File: config.mk
export PLATFORM = sky130hd
export DESIGN_NAME = fft_addr_gen
export DESIGN_NICKNAME = d
export VERILOG_FILES = /design/src/rtl/fft_addr_gen.sv
export SDC_FILE = /design/constraint.sdc
export NUM_CORES = 1
export LEC_CHECK = 0
export CORE_MARGIN = 3
export CORE_UTILIZATION = 62
export CTS_BUF_LIST = sky130_fd_sc_hd__clkbuf_2 sky130_fd_sc_hd__clkbuf_4 sky130_fd_sc_hd__clkbuf_8
export CTS_CLUSTER_SIZE = 20
export DETAILED_ROUTE_END_ITERATION = 6
export GPL_TIMING_DRIVEN = 0
export PLACE_DENSITY = 0.93
export SLEW_MARGIN = 30
export SYNTH_ARGS = -nofsm -noshare
export SYNTH_HDL_FRONTEND = slang
export SYNTH_SLANG_ARGS = --single-unit
File: constraint.sdc
create_clock -name clk -period 8.7 [get_ports clk]
set_input_delay 2.61 -clock clk [delete_from_list [all_inputs] [get_ports clk]]
set_output_delay 2.61 -clock clk [all_outputs]
set_load 0.02 [all_outputs]
File: src/rtl/fft_addr_gen.sv
// Radix-2 in-place FFT address generator: walks every stage's butterflies and
// issues operand address pairs plus twiddle index, with optional inter-stage idle gap.
module fft_addr_gen #(
    parameter int unsigned FFT_POINTS = 1024,
    parameter int unsigned STAGE_GAP  = 4
) (
    input  logic                                        clk,
    input  logic                                        rst_n,
    input  logic                                        start,
    input  logic                                        out_ready,
    output logic                                        out_valid,
    output logic [$clog2(FFT_POINTS)-1:0]               addr_a,
    output logic [$clog2(FFT_POINTS)-1:0]               addr_b,
    output logic [$clog2(FFT_POINTS)-1:0]               tw_index,
    output logic [$clog2($clog2(FFT_POINTS)+1)-1:0]     stage,
    output logic                                        busy,
    output logic                                        done
);

    localparam int unsigned L  = $clog2(FFT_POINTS);
    localparam int unsigned SW = $clog2(L + 1);
    localparam int unsigned GW = 4;

    localparam logic [L-1:0]  J_LAST = L'(FFT_POINTS / 2 - 1);
    localparam logic [SW-1:0] S_LAST = SW'(L - 1);
    localparam logic [GW-1:0] G_LAST = GW'(STAGE_GAP - 1);

    typedef enum logic [1:0] {
        IDLE   = 2'd0,
        RUN    = 2'd1,
        GAP    = 2'd2,
        FINISH = 2'd3
    } state_t;

    state_t          state_q, state_d;
    logic [L-1:0]    j_q, j_d;
    logic [GW-1:0]   gap_q, gap_d;
    logic [SW-1:0]   stage_d;
    logic            valid_d, busy_d, done_d, load;
    logic [L-1:0]    mask, lo, a_nxt, b_nxt, tw_nxt;

    // Next-state and next-output selection; load marks a new address set.
    always_comb begin
        state_d = state_q;
        j_d     = j_q;
        gap_d   = gap_q;
        stage_d = stage;
        valid_d = 1'b0;
        done_d  = 1'b0;
        load    = 1'b0;
        unique case (state_q)
            IDLE: begin
                if (start) begin
                    state_d = RUN;
                    j_d     = '0;
                    stage_d = '0;
                    valid_d = 1'b1;
                    load    = 1'b1;
                end
            end
            RUN: begin
                valid_d = 1'b1;
                if (out_valid && out_ready) begin
                    if (j_q == J_LAST) begin
                        j_d = '0;
                        if (stage == S_LAST) begin
                            state_d = FINISH;
                            valid_d = 1'b0;
                            done_d  = 1'b1;
                        end else if (STAGE_GAP == 0) begin
                            stage_d = stage + SW'(1);
                            load    = 1'b1;
                        end else begin
                            state_d = GAP;
                            gap_d   = '0;
                            valid_d = 1'b0;
                        end
                    end else begin
                        j_d  = j_q + L'(1);
                        load = 1'b1;
                    end
                end
            end
            GAP: begin
                if (gap_q == G_LAST) begin
                    state_d = RUN;
                    gap_d   = '0;
                    stage_d = stage + SW'(1);
                    valid_d = 1'b1;
                    load    = 1'b1;
                end else begin
                    gap_d = gap_q + GW'(1);
                end
            end
            FINISH: begin
                state_d = IDLE;
            end
            default: begin
                state_d = IDLE;
            end
        endcase
        busy_d = (state_d != IDLE);
    end

    // Butterfly addressing: insert a zero bit at position stage into j.
    always_comb begin
        mask   = (L'(1) << stage_d) - L'(1);
        lo     = j_d & mask;
        a_nxt  = ((j_d & ~mask) << 1) | lo;
        b_nxt  = a_nxt | (L'(1) << stage_d);
        tw_nxt = lo << (S_LAST - stage_d);
    end

    always_ff @(posedge clk or negedge rst_n) begin
        if (!rst_n) begin
            state_q   <= IDLE;
            j_q       <= '0;
            gap_q     <= '0;
            stage     <= '0;
            out_valid <= 1'b0;
            busy      <= 1'b0;
            done      <= 1'b0;
            addr_a    <= '0;
            addr_b    <= '0;
            tw_index  <= '0;
        end else begin
            state_q   <= state_d;
            j_q       <= j_d;
            gap_q     <= gap_d;
            stage     <= stage_d;
            out_valid <= valid_d;
            busy      <= busy_d;
            done      <= done_d;
            if (load) begin
                addr_a   <= a_nxt;
                addr_b   <= b_nxt;
                tw_index <= tw_nxt;
            end
        end
    end

endmodule

-- Word level (Yosys, flattened, before mapping)
Index checks and enable logic that the tools add are counted.
- input bits: 4
- output and inout bits: 37
- bits in registers: 53
- word-level logic and storage cells: 65
- mux-type cells: 29
- bitwise logic cells: 5
- reductions and logical operators: 5
- shifts and indexed selects: 2
- equality and inequality tests: 9
- $add $sub $neg: 5
- operators with widths (cell ; count):
    10-bit 2-to-1 mux ; 3
    4-bit 2-to-1 mux ; 6
    10-bit OR ; 2
    10-bit case mux with 2 select lines ; 1
    4-bit case mux with 2 select lines ; 2
    10-bit by 1-bit adder with 10-bit output (second input constant) ; 1
    10-bit AND ; 1
    10-bit by 9-bit equality test with 1-bit output (second input constant) ; 1
    1-bit 2-to-1 mux ; 10
    1-bit by 4-bit left shift with 10-bit output (first input constant) ; 1
    10-bit by 4-bit left shift with 10-bit output ; 1
    10-bit by 2-bit subtractor with 10-bit output (second input constant) ; 1
    9-bit AND ; 1
    9-bit NOT ; 1
    4-bit by 1-bit adder with 4-bit output (second input constant) ; 2
    2-bit 2-to-1 mux ; 4
    2-bit case mux with 4 select lines ; 1
    2-bit != test (second input constant) ; 3
    1-bit case mux with 3 select lines ; 2
    2-bit equality test (second input constant) ; 2
    4-bit by 2-bit equality test with 1-bit output (second input constant) ; 1
    4-bit equality test (second input constant) ; 1
    4-bit AND reduction ; 1
    2-bit nonzero test ; 2
    4 further kinds ; 4

-- Logic depth before layout (Yosys ltp)
Gate-level depths: netlist (run 1).
- depth in word-level cells: 9
- depth in mapped cells: 16
- mapped depth without buffers: 14

-- Worst setup path after synthesis (run 1)
No wires, ideal clock.
- path type: input -> register
- start point: input port start
- end point: register addr_b[6]
- data arrival time: 4.482 ns
- buffers on the path: 1
- setup time: 0.121 ns
- path slack: 4.096 ns
- stages on the path: 14
- required time: 8.579 ns
- cell sequence: o21bai_1 > nand2_1 > o311ai_4 > inv_2 > nand2_1 > nor2_1 > inv_1 > ha_1 > buf_2 > nor3_1 > a31oi_2 > o21ai_1 > a221o_1 > o22a_1
- cells in the longest elaborated chain, start to end: 8
- RTL lines (element ; line ; text):
    start, declared ; 9 ; input logic start,
    4-bit 2-to-1 mux ; 53 ; if (start) begin
    4-bit case mux with 2 select lines ; 51 ; unique case (state_q)
    1-bit by 4-bit left shift with 10-bit output ; 107, 110 ;
    10-bit by 2-bit subtractor with 10-bit output ; 107 ; mask = (L'(1) << stage_d) - L'(1);
    9-bit NOT ; 109 ; a_nxt = ((j_d & ~mask) << 1) | lo;
    9-bit AND ; 109 ;
    10-bit OR ; 109 ;
    10-bit OR ; 110 ; b_nxt = a_nxt | (L'(1) << stage_d);
    end signal, assigned ; 136 ; addr_b <= b_nxt;
    end, declared ; 13 ; output logic [$clog2(FFT_POINTS)-1:0] addr_b,
Several ways; a longest one is shown, not always the timed one.
A chain may end at the register's enable or synchronous reset.

-- Worst setup path in the final report (run 1)
- start point: input port start
- end point: register tw_index[9]
- cells in the longest elaborated chain, start to end: 6
- RTL lines (element ; line ; text):
    4-bit 2-to-1 mux ; 53 ;
    4-bit case mux with 2 select lines ; 51 ;
    1-bit by 4-bit left shift with 10-bit output ; 107 ;
    10-bit by 2-bit subtractor with 10-bit output ; 107 ;
    10-bit AND ; 108 ; lo = j_d & mask;
    10-bit by 4-bit left shift with 10-bit output ; 111 ; tw_nxt = lo << (S_LAST - stage_d);
    end signal, assigned ; 137 ; tw_index <= tw_nxt;
    end, declared ; 14 ; output logic [$clog2(FFT_POINTS)-1:0] tw_index,
Several ways; a longest one is shown, not always the timed one.

==> qor.csv, run 1 <==
stage,metric,value,unit
global_routing,grt_usage,31.2,%
yosys,syn_avg_cell_area,9.03,um2
global_routing,grtUsageMet3,4.41,%
floorplanning,die_w,77.6,um
floorplanning,initial_core_util,65.6,%
cts,clk_pin_slew_worst_paths,0.10,ns
worst_setup_path,worst-endpoint-required,8.91,ns
global_routing,grt_max_degree,30,
route,first_pass_iters,5,
route,vias,3104,
worst_setup_path,worstSetupPathType,in -> reg,
yosys,synth_seq_cells,53,
yosys,yosysUniqueCellTypes,71,
worst_setup_path,critPathBufInv,4,
floorplanning,num_rows,25,
timing,hold_viol,0,
cts,cts_buffers,5,
cts,cts-resized-gates,0,
place,io_buffers,40,
global_routing,grtUsageMet1,40.5,%
route,wl_per_cell,19.0,um
floorplanning,die_height,77.6,um
yosys,syn_inst,352,
run,cap_violations,0,
yosys,syn_area,0.00318,mm2
cts,cts_hold_buf,0,
worst_setup_path,cp_cell_sequence,"clkdlybuf4s50_1, o21bai_1, nand2_1, o311a_2, inv_2, nand2_1, nor2_1, inv_1, ha_1, buf_2, o32ai_1, nand2b_1, nor3_1, o31ai_1",
global_routing,antenna_found_initial,0,
timing,relSlewSlack,41.2,%
worst_setup_path,crit_path_max_fanout,9,
global_routing,grt_pass1_wl,15000,um
route,drt_wl_total,8880,um
route,drt_drc_violations_left,0,
yosys,synth_edf_count,0,
worst_setup_path,cp_common_cell,nand2_1,
route,ant_nets,0,
timing,rsz0062_at_grt,no,
worst_setup_path,end_kind,flop,
global_routing,top_usage_layer,met2,
global_routing,grtUsageMet2,53.7,%
yosys,mappedNetlistNets,362,
timing,max_clock_freq,191,MHz
cts,clkSinkCount,53,
timing,report.final.setup_viol,0,
worst_setup_path,cp_slowest_stage_delay,0.47,ns
timing,fin_ws,3.46,ns
yosys,synth_largest_area_cell,dfrtp_1,
cells_and_area,syn2layout_area_growth,18.8,%
floorplanning,coreArea,0.00485,mm2
place,gp_congestion,1.00,
global_routing,grt_pass1_vias,3060,
route,routed_via_density,6.63,
cells_and_area,multi_input_area,0.00169,mm2
cells_and_area,fillers,345,
floorplanning,io_pins,41,
worst_setup_path,startpoint_type,input pin,
yosys,synth-seq-area-share,41.7,%
yosys,synth.top_cells.by_area,"dfrtp_1 (42%), nor2_1 (4.3%), nand2_1 (4.1%), nand3_1 (3.3%), o21ai_0 (3.0%)",
timing,tightest_slew,0.868,ns
worst_setup_path,cp.arrival,5.45,ns
pwr,power_density,176,mW/mm2
yosys,synthFlopType,dfrtp_1,
worst_setup_path,critical_path.slowest_cell,clkdlybuf4s50_1,
worst_setup_path,crit_family,compound AO/OA/AOI/OAI gates,
timing,tns,0,ns
yosys,ys_warn_count,0,
run_status,status,"complete, no violations",
cts,cts_tree,yes,
pwr,p_leak,1.58,nW
cells_and_area,drive_gt1_share,9.98,%
timing,period_share,60.3,%
cts,root_buffer,clkbuf_8,
cts,clk_latency,0.32,ns
place,place_ws,3.25,ns
floorplanning,dieArea,0.00602,mm2
yosys,async_reset_ff_share,100,%
pwr,ir_worst_vdd,120,uV
cells_and_area,regArea,0.00133,mm2
cts,clockBufferDepth,2,
global_routing,grt_overflow,0,
place,dp.final_hpwl,6540,um
pwr,total_power,0.000666,W
cts,cts_setup_buffers,0,
timing,fin_crit,5.24,ns
route,first_iter_violations,407,
timing,slew_violations,0,
worst_setup_path,reg2reg_slack,5.11,ns
timing,fin_worst_skew,0.00842,ns
min_path,hold_path.class,reg -> reg,
cts,htree_levels,2,
cells_and_area,diodes,0,
cells_and_area,finalNetCount,410,
yosys,synth_top_cell_area_share,41.7,%
Yosys cell counts, drive strengths merged (2+ instances only):
cell type,n
nand3,21
o21a,6
a22oi,5
buf,9
and2,3
nand4,5
a21o,2
o21ai,26
a31oi,10
nand2,36
and2b,2
a2bb2oi,2
nand2b,6
and4,3
a32o,2
or3,3
inv,16
clkbuf,6
a21oi,17
a22o,4
and3b,2
a32oi,2
nor2,36
o21bai,2
o22ai,3
and3,5
nor2b,2
ha,6
mux2i,2
o32ai,2
o211ai,9
nor3,9
xnor2,3
dfrtp,53
o311ai,3
o2111ai,2
o22a,3
nand4b,4
o31ai,3
or4,2
area by class of cell:
class                           count  share of cell area, %
Sequential cell                    53                   35.1
Clock buffer                        5                   1.82
Timing Repair Buffer               41                   11.1
Multi-Input combinational cell    268                   44.8
Buffer                             15                   2.62
Clock inverter                      3                  0.696
Tap cell                           67                   2.22
Inverter                           16                   1.66
final timing paths:
kind	startpoint	to	cells past startpoint
worst min-delay path	addr_a[1]	addr_a[1]	1
worst max-delay path	start	tw_index[9]	14
max in group asynchronous	rst_n	tw_index[3]	2
min in group asynchronous	rst_n	j_q[6]	1
worst min register to register	addr_a[1]	addr_a[1]	1
worst max register to register	gap_q[0]	tw_index[9]	12
where the power goes:
| group | internal, W | switching (W) | leakage (nW) |
|---|---|---|---|
| Clock | 0.0000587 | 0.0000877 | 0.0423 |
| Sequential | 0.000281 | 0.0000271 | 0.668 |
| Combinational | 0.0000898 | 0.000121 | 0.867 |
cell usage in the layout (no fill, tap or decap), drive strengths merged, types with 3 or more instances in the layout:
| cell type | synthesis | final |
|---|---|---|
| dfrtp | 53 | 53 |
| clkdlybuf4s50 | 0 | 39 |
| nor2 | 36 | 36 |
| nand2 | 36 | 36 |
| o21ai | 26 | 26 |
| nand3 | 21 | 21 |
| a21oi | 17 | 17 |
| inv | 16 | 17 |
| clkbuf | 6 | 11 |
| buf | 9 | 11 |
| a31oi | 10 | 10 |
| nor3 | 9 | 9 |
| o211ai | 9 | 9 |
| nand2b | 6 | 6 |
| o21a | 6 | 6 |
| ha | 6 | 6 |
| a22oi | 5 | 5 |
| nand4 | 5 | 5 |
| and3 | 5 | 5 |
| nand4b | 4 | 4 |
| a22o | 4 | 4 |
| o22ai | 3 | 3 |
| and4 | 3 | 3 |
| o22a | 3 | 3 |
| and2 | 3 | 3 |
| or3 | 3 | 3 |
| xnor2 | 3 | 3 |
| o31ai | 3 | 3 |
| o311ai | 3 | 3 |
kinds of logic after synthesis:
| family | share of synthesized area, % |
|---|---|
| simple gates | 23.9 |
| compound gates | 24.6 |
| flops | 41.7 |
| buf+inv | 5.08 |
| fa+ha+maj | 2.36 |
| xor+xnor | 1.69 |
| mux | 0.630 |
registers in the layout (all words and copies together), names as in the netlist:
register   count
addr_a        10
addr_b        10
busy           1
done           1
gap_q          4
j_q           10
out_valid      1
stage          4
state_q        2
tw_index      10
stage by stage:
step           utilization [%]  hold slack [ns]  instance area (um2)  instances
2_1_floorplan                -            0.481                 3180        352
3_3_place_gp              75.6            0.473                 3660        459
3_5_place_dp              75.9            0.479                 3680        460
4_1_cts                   77.9            0.502                 3780        468
5_1_grt                   77.9            0.520                 3780        468
6_report                  77.9            0.499                 3780        468
worst reg2reg max path, cell delays in order, from the launching register on:
cell	delay, ns
dfrtp_1	0.41
ha_1	0.24
or3b_1	0.39
buf_6	0.16
o32a_1	0.36
o31ai_2	0.16
nand4_1	0.40
ha_1	0.32
buf_2	0.19
o32ai_1	0.32
nand2b_1	0.19
nor3_1	0.07
o31ai_1	0.28
per-layer routing:
layer	up-vias	share of wire [%]
met4	0	2.5
met5	-	0
li1	1411	-
met1	1488	40
met2	179	49
met3	26	8.1
Note: power is estimated with default switching activity, not from simulation.
==> run 2: changes to the inputs <==
--- a/config.mk
+++ b/config.mk
@@ -6,12 +6,12 @@
 export NUM_CORES = 1
 export LEC_CHECK = 0
 export CORE_MARGIN = 3
-export CORE_UTILIZATION = 62
+export CORE_UTILIZATION = 52
 export CTS_BUF_LIST = sky130_fd_sc_hd__clkbuf_2 sky130_fd_sc_hd__clkbuf_4 sky130_fd_sc_hd__clkbuf_8
 export CTS_CLUSTER_SIZE = 20
 export DETAILED_ROUTE_END_ITERATION = 6
 export GPL_TIMING_DRIVEN = 0
-export PLACE_DENSITY = 0.93
+export PLACE_DENSITY = 0.84
 export SLEW_MARGIN = 30
 export SYNTH_ARGS = -nofsm -noshare
 export SYNTH_HDL_FRONTEND = slang
==> constraint.sdc (replaced) <==
create_clock -name clk -period 4.6 [get_ports clk]
set_input_delay 1.38 -clock clk [delete_from_list [all_inputs] [get_ports clk]]
set_output_delay 1.38 -clock clk [all_outputs]
set_load 0.02 [all_outputs]
==> qor.csv, run 2 (synthesized netlist as in run 1, its figures left out) <==
stage,metric,value,unit,change
worst_setup_path,critical_path.slowest_cell,clkdlybuf4s50_1,,
route,first_iter_violations,247,,-39%
timing,relSlewSlack,46.0,%,+4.8 points
route,drt_drc_violations_left,0,,unchanged
global_routing,grt_usage,24.2,%,-7.1 points
worst_setup_path,crit_path_max_fanout,9,,unchanged
route,ant_nets,0,,unchanged
cts,root_buffer,clkbuf_8,,
route,wl_per_cell,17.9,um,-5.8%
cts,htree_levels,2,,unchanged
floorplanning,die_w,84.2,um,+8.5%
timing,tightest_slew,0.797,ns,-0.0709 ns
worst_setup_path,cp_slowest_stage_delay,0.55,ns,+0.08 ns
cts,clockBufferDepth,2,,unchanged
floorplanning,coreArea,0.00571,mm2,+18%
cts,clkSinkCount,53,,unchanged
cells_and_area,drive_gt1_share,9.98,%,unchanged
worst_setup_path,cp-startpoint,start,,
worst_setup_path,crit_end,addr_b[7],,
cells_and_area,finalNetCount,410,,unchanged
place,place_area,0.00369,mm2,+0.17%
cts,clk_latency,0.31,ns,about the same
worst_setup_path,r2r_cells,13,,+1
run_status,status,"complete, no violations",,
cells_and_area,final_cell_mix,"dfrtp_1 (53), clkdlybuf4s50_1 (39), nor2_1 (36), nand2_1 (35), nand3_1 (21)",,
cells_and_area,diodes,0,,unchanged
worst_setup_path,cp_cell_sequence,"clkdlybuf4s50_1, o21bai_1, a22oi_1, nand3_1, nor2_1, inv_1, ha_1, buf_2, nor3_1, a31oi_2, o211ai_1, and3_1, a21oi_1",,
place,dp.final_hpwl,6350,um,-3.0%
min_path,hold-path-cell-count,2,,+1
cts,cts-resized-gates,0,,unchanged
timing,period_share,87.7,%,
worst_setup_path,r2r-end,addr_b[7],,
floorplanning,dieArea,0.00709,mm2,+18%
place,io_buffers,40,,unchanged
cells_and_area,final_common_cell,dfrtp_1,,
min_path,hold_path.class,reg -> reg,,
cells_and_area,syn2layout_area_growth,18.8,%,about the same
cts,cts_hold_buf,0,,unchanged
cells_and_area,stdcell_area,0.00378,mm2,about the same
timing,report.final.setup_viol,0,,unchanged
cells_and_area,fillers,469,,+36%
floorplanning,initial_core_util,55.7,%,-9.9 points
cts,clk_pin_slew_worst_paths,0.10,ns,about the same
timing,tns,0,ns,unchanged
pwr,ir_worst_vdd,282,uV,+130%
timing,fin_crit,4.04,ns,
timing,max_clock_freq,248,MHz,
route,vias,2986,,-3.8%
timing,slew_violations,0,,unchanged
place,gp_congestion,1.02,,+2.3%
floorplanning,die_height,84.2,um,+8.5%
worst_setup_path,worstSetupPathType,in -> reg,,
run,cap_violations,0,,unchanged
floorplanning,num_rows,27,,+8.0%
worst_setup_path,end_kind,flop,,
route,first_pass_iters,5,,unchanged
worst_setup_path,reg2reg_slack,0.97,ns,-4.14 ns
worst_setup_path,worst-endpoint-required,4.80,ns,-4.11 ns
cts,cts_tree,yes,,
timing,fin_worst_skew,0.00720,ns,-0.00122 ns
global_routing,grt_pass1_vias,2815,,-8.0%
route,routed_via_density,6.31,,-4.8%
global_routing,grt_pass1_wl,13900,um,-7.5%
cts,cts_buffers,5,,unchanged
cts,cts_setup_buffers,0,,unchanged
pwr,p_leak,1.58,nW,+0.14%
global_routing,grt_max_degree,32,,+6.7%
timing,hold_viol,0,,unchanged
pwr,power_density,330,mW/mm2,+87%
global_routing,grt_overflow,0,,unchanged
floorplanning,io_pins,41,,unchanged
timing,rsz0062_at_grt,no,,
worst_setup_path,r2r_start,gap_q[0],,
global_routing,antenna_found_initial,0,,unchanged
route,drt_wl_total,8460,um,-4.8%
worst_setup_path,cp.arrival,4.24,ns,-1.21 ns
worst_setup_path,startpoint_type,input pin,,
==> run 2: cell count changes in the layout (fill, tap and decap cells not counted), sizes merged <==
cell,delta
clkinvlp,-1
clkinv,+1
==> run 2: worst min path at each step <==
stage	start	endpoint	slack (ns)
3_5_place_dp	addr_a[0]	addr_a[0]	0.48
3_3_place_gp	addr_a[4]	addr_a[4]	0.48
2_1_floorplan	gap_q[3]	gap_q[3]	0.48
6_report	addr_a[0]	addr_a[0]	0.50
4_1_cts	addr_a[0]	addr_a[0]	0.51
5_1_grt	addr_a[2]	addr_a[2]	0.52
==> run 2: final cells by class <==
| type | instances | area [um2] | share of cell area [%] |
|---|---|---|---|
| tap | 72 | 90.1 | 2.38 |
| sequential | 53 | 1330 | 35.1 |
| buffer | 15 | 98.8 | 2.62 |
| multi-input combinational | 268 | 1690 | 44.8 |
| inverter | 16 | 62.6 | 1.66 |
| timing repair buffer | 41 | 418 | 11.1 |
| clock inverter | 3 | 21.3 | 0.563 |
| clock buffer | 5 | 68.8 | 1.82 |
==> run 2: power by group <==
group / total [W] / switching, W / internal, W
clock network: 0.000263 / 0.000155 / 0.000108
registers: 0.000583 / 0.0000506 / 0.000532
logic: 0.000400 / 0.000230 / 0.000170
==> run 2: worst max-delay path, delay by kind of cell <==
family | cells | cell delay, ns
buffers and inverters | 3 | 0.80
and+or+nand+nor | 4 | 1.01
AOI/OAI and AO/OA | 5 | 0.88
adders and majority gates | 1 | 0.17
==> run 2: metrics by stage <==
stage          utilization, %  hold WS [ns]  instances  setup slack, ns  power, W
6_report                 66.2         0.498        473            0.565   0.00125
5_1_grt                  66.2         0.521        473            0.332   0.00132
4_1_cts                  66.2         0.509        473            0.642   0.00125
3_5_place_dp             64.6         0.476        465            0.354  0.000991
3_3_place_gp             64.3         0.478        464            0.336  0.000981
2_1_floorplan               -         0.481        352             1.23  0.000807
==> run 2: metal layers <==
metal	up-vias	part of all wire, %	global-route usage [%]
met5	-	0	0
met4	0	1.8	5.99
met3	23	5.3	3.73
met2	129	49	41.2
met1	1426	44	32.2
li1	1408	-	-
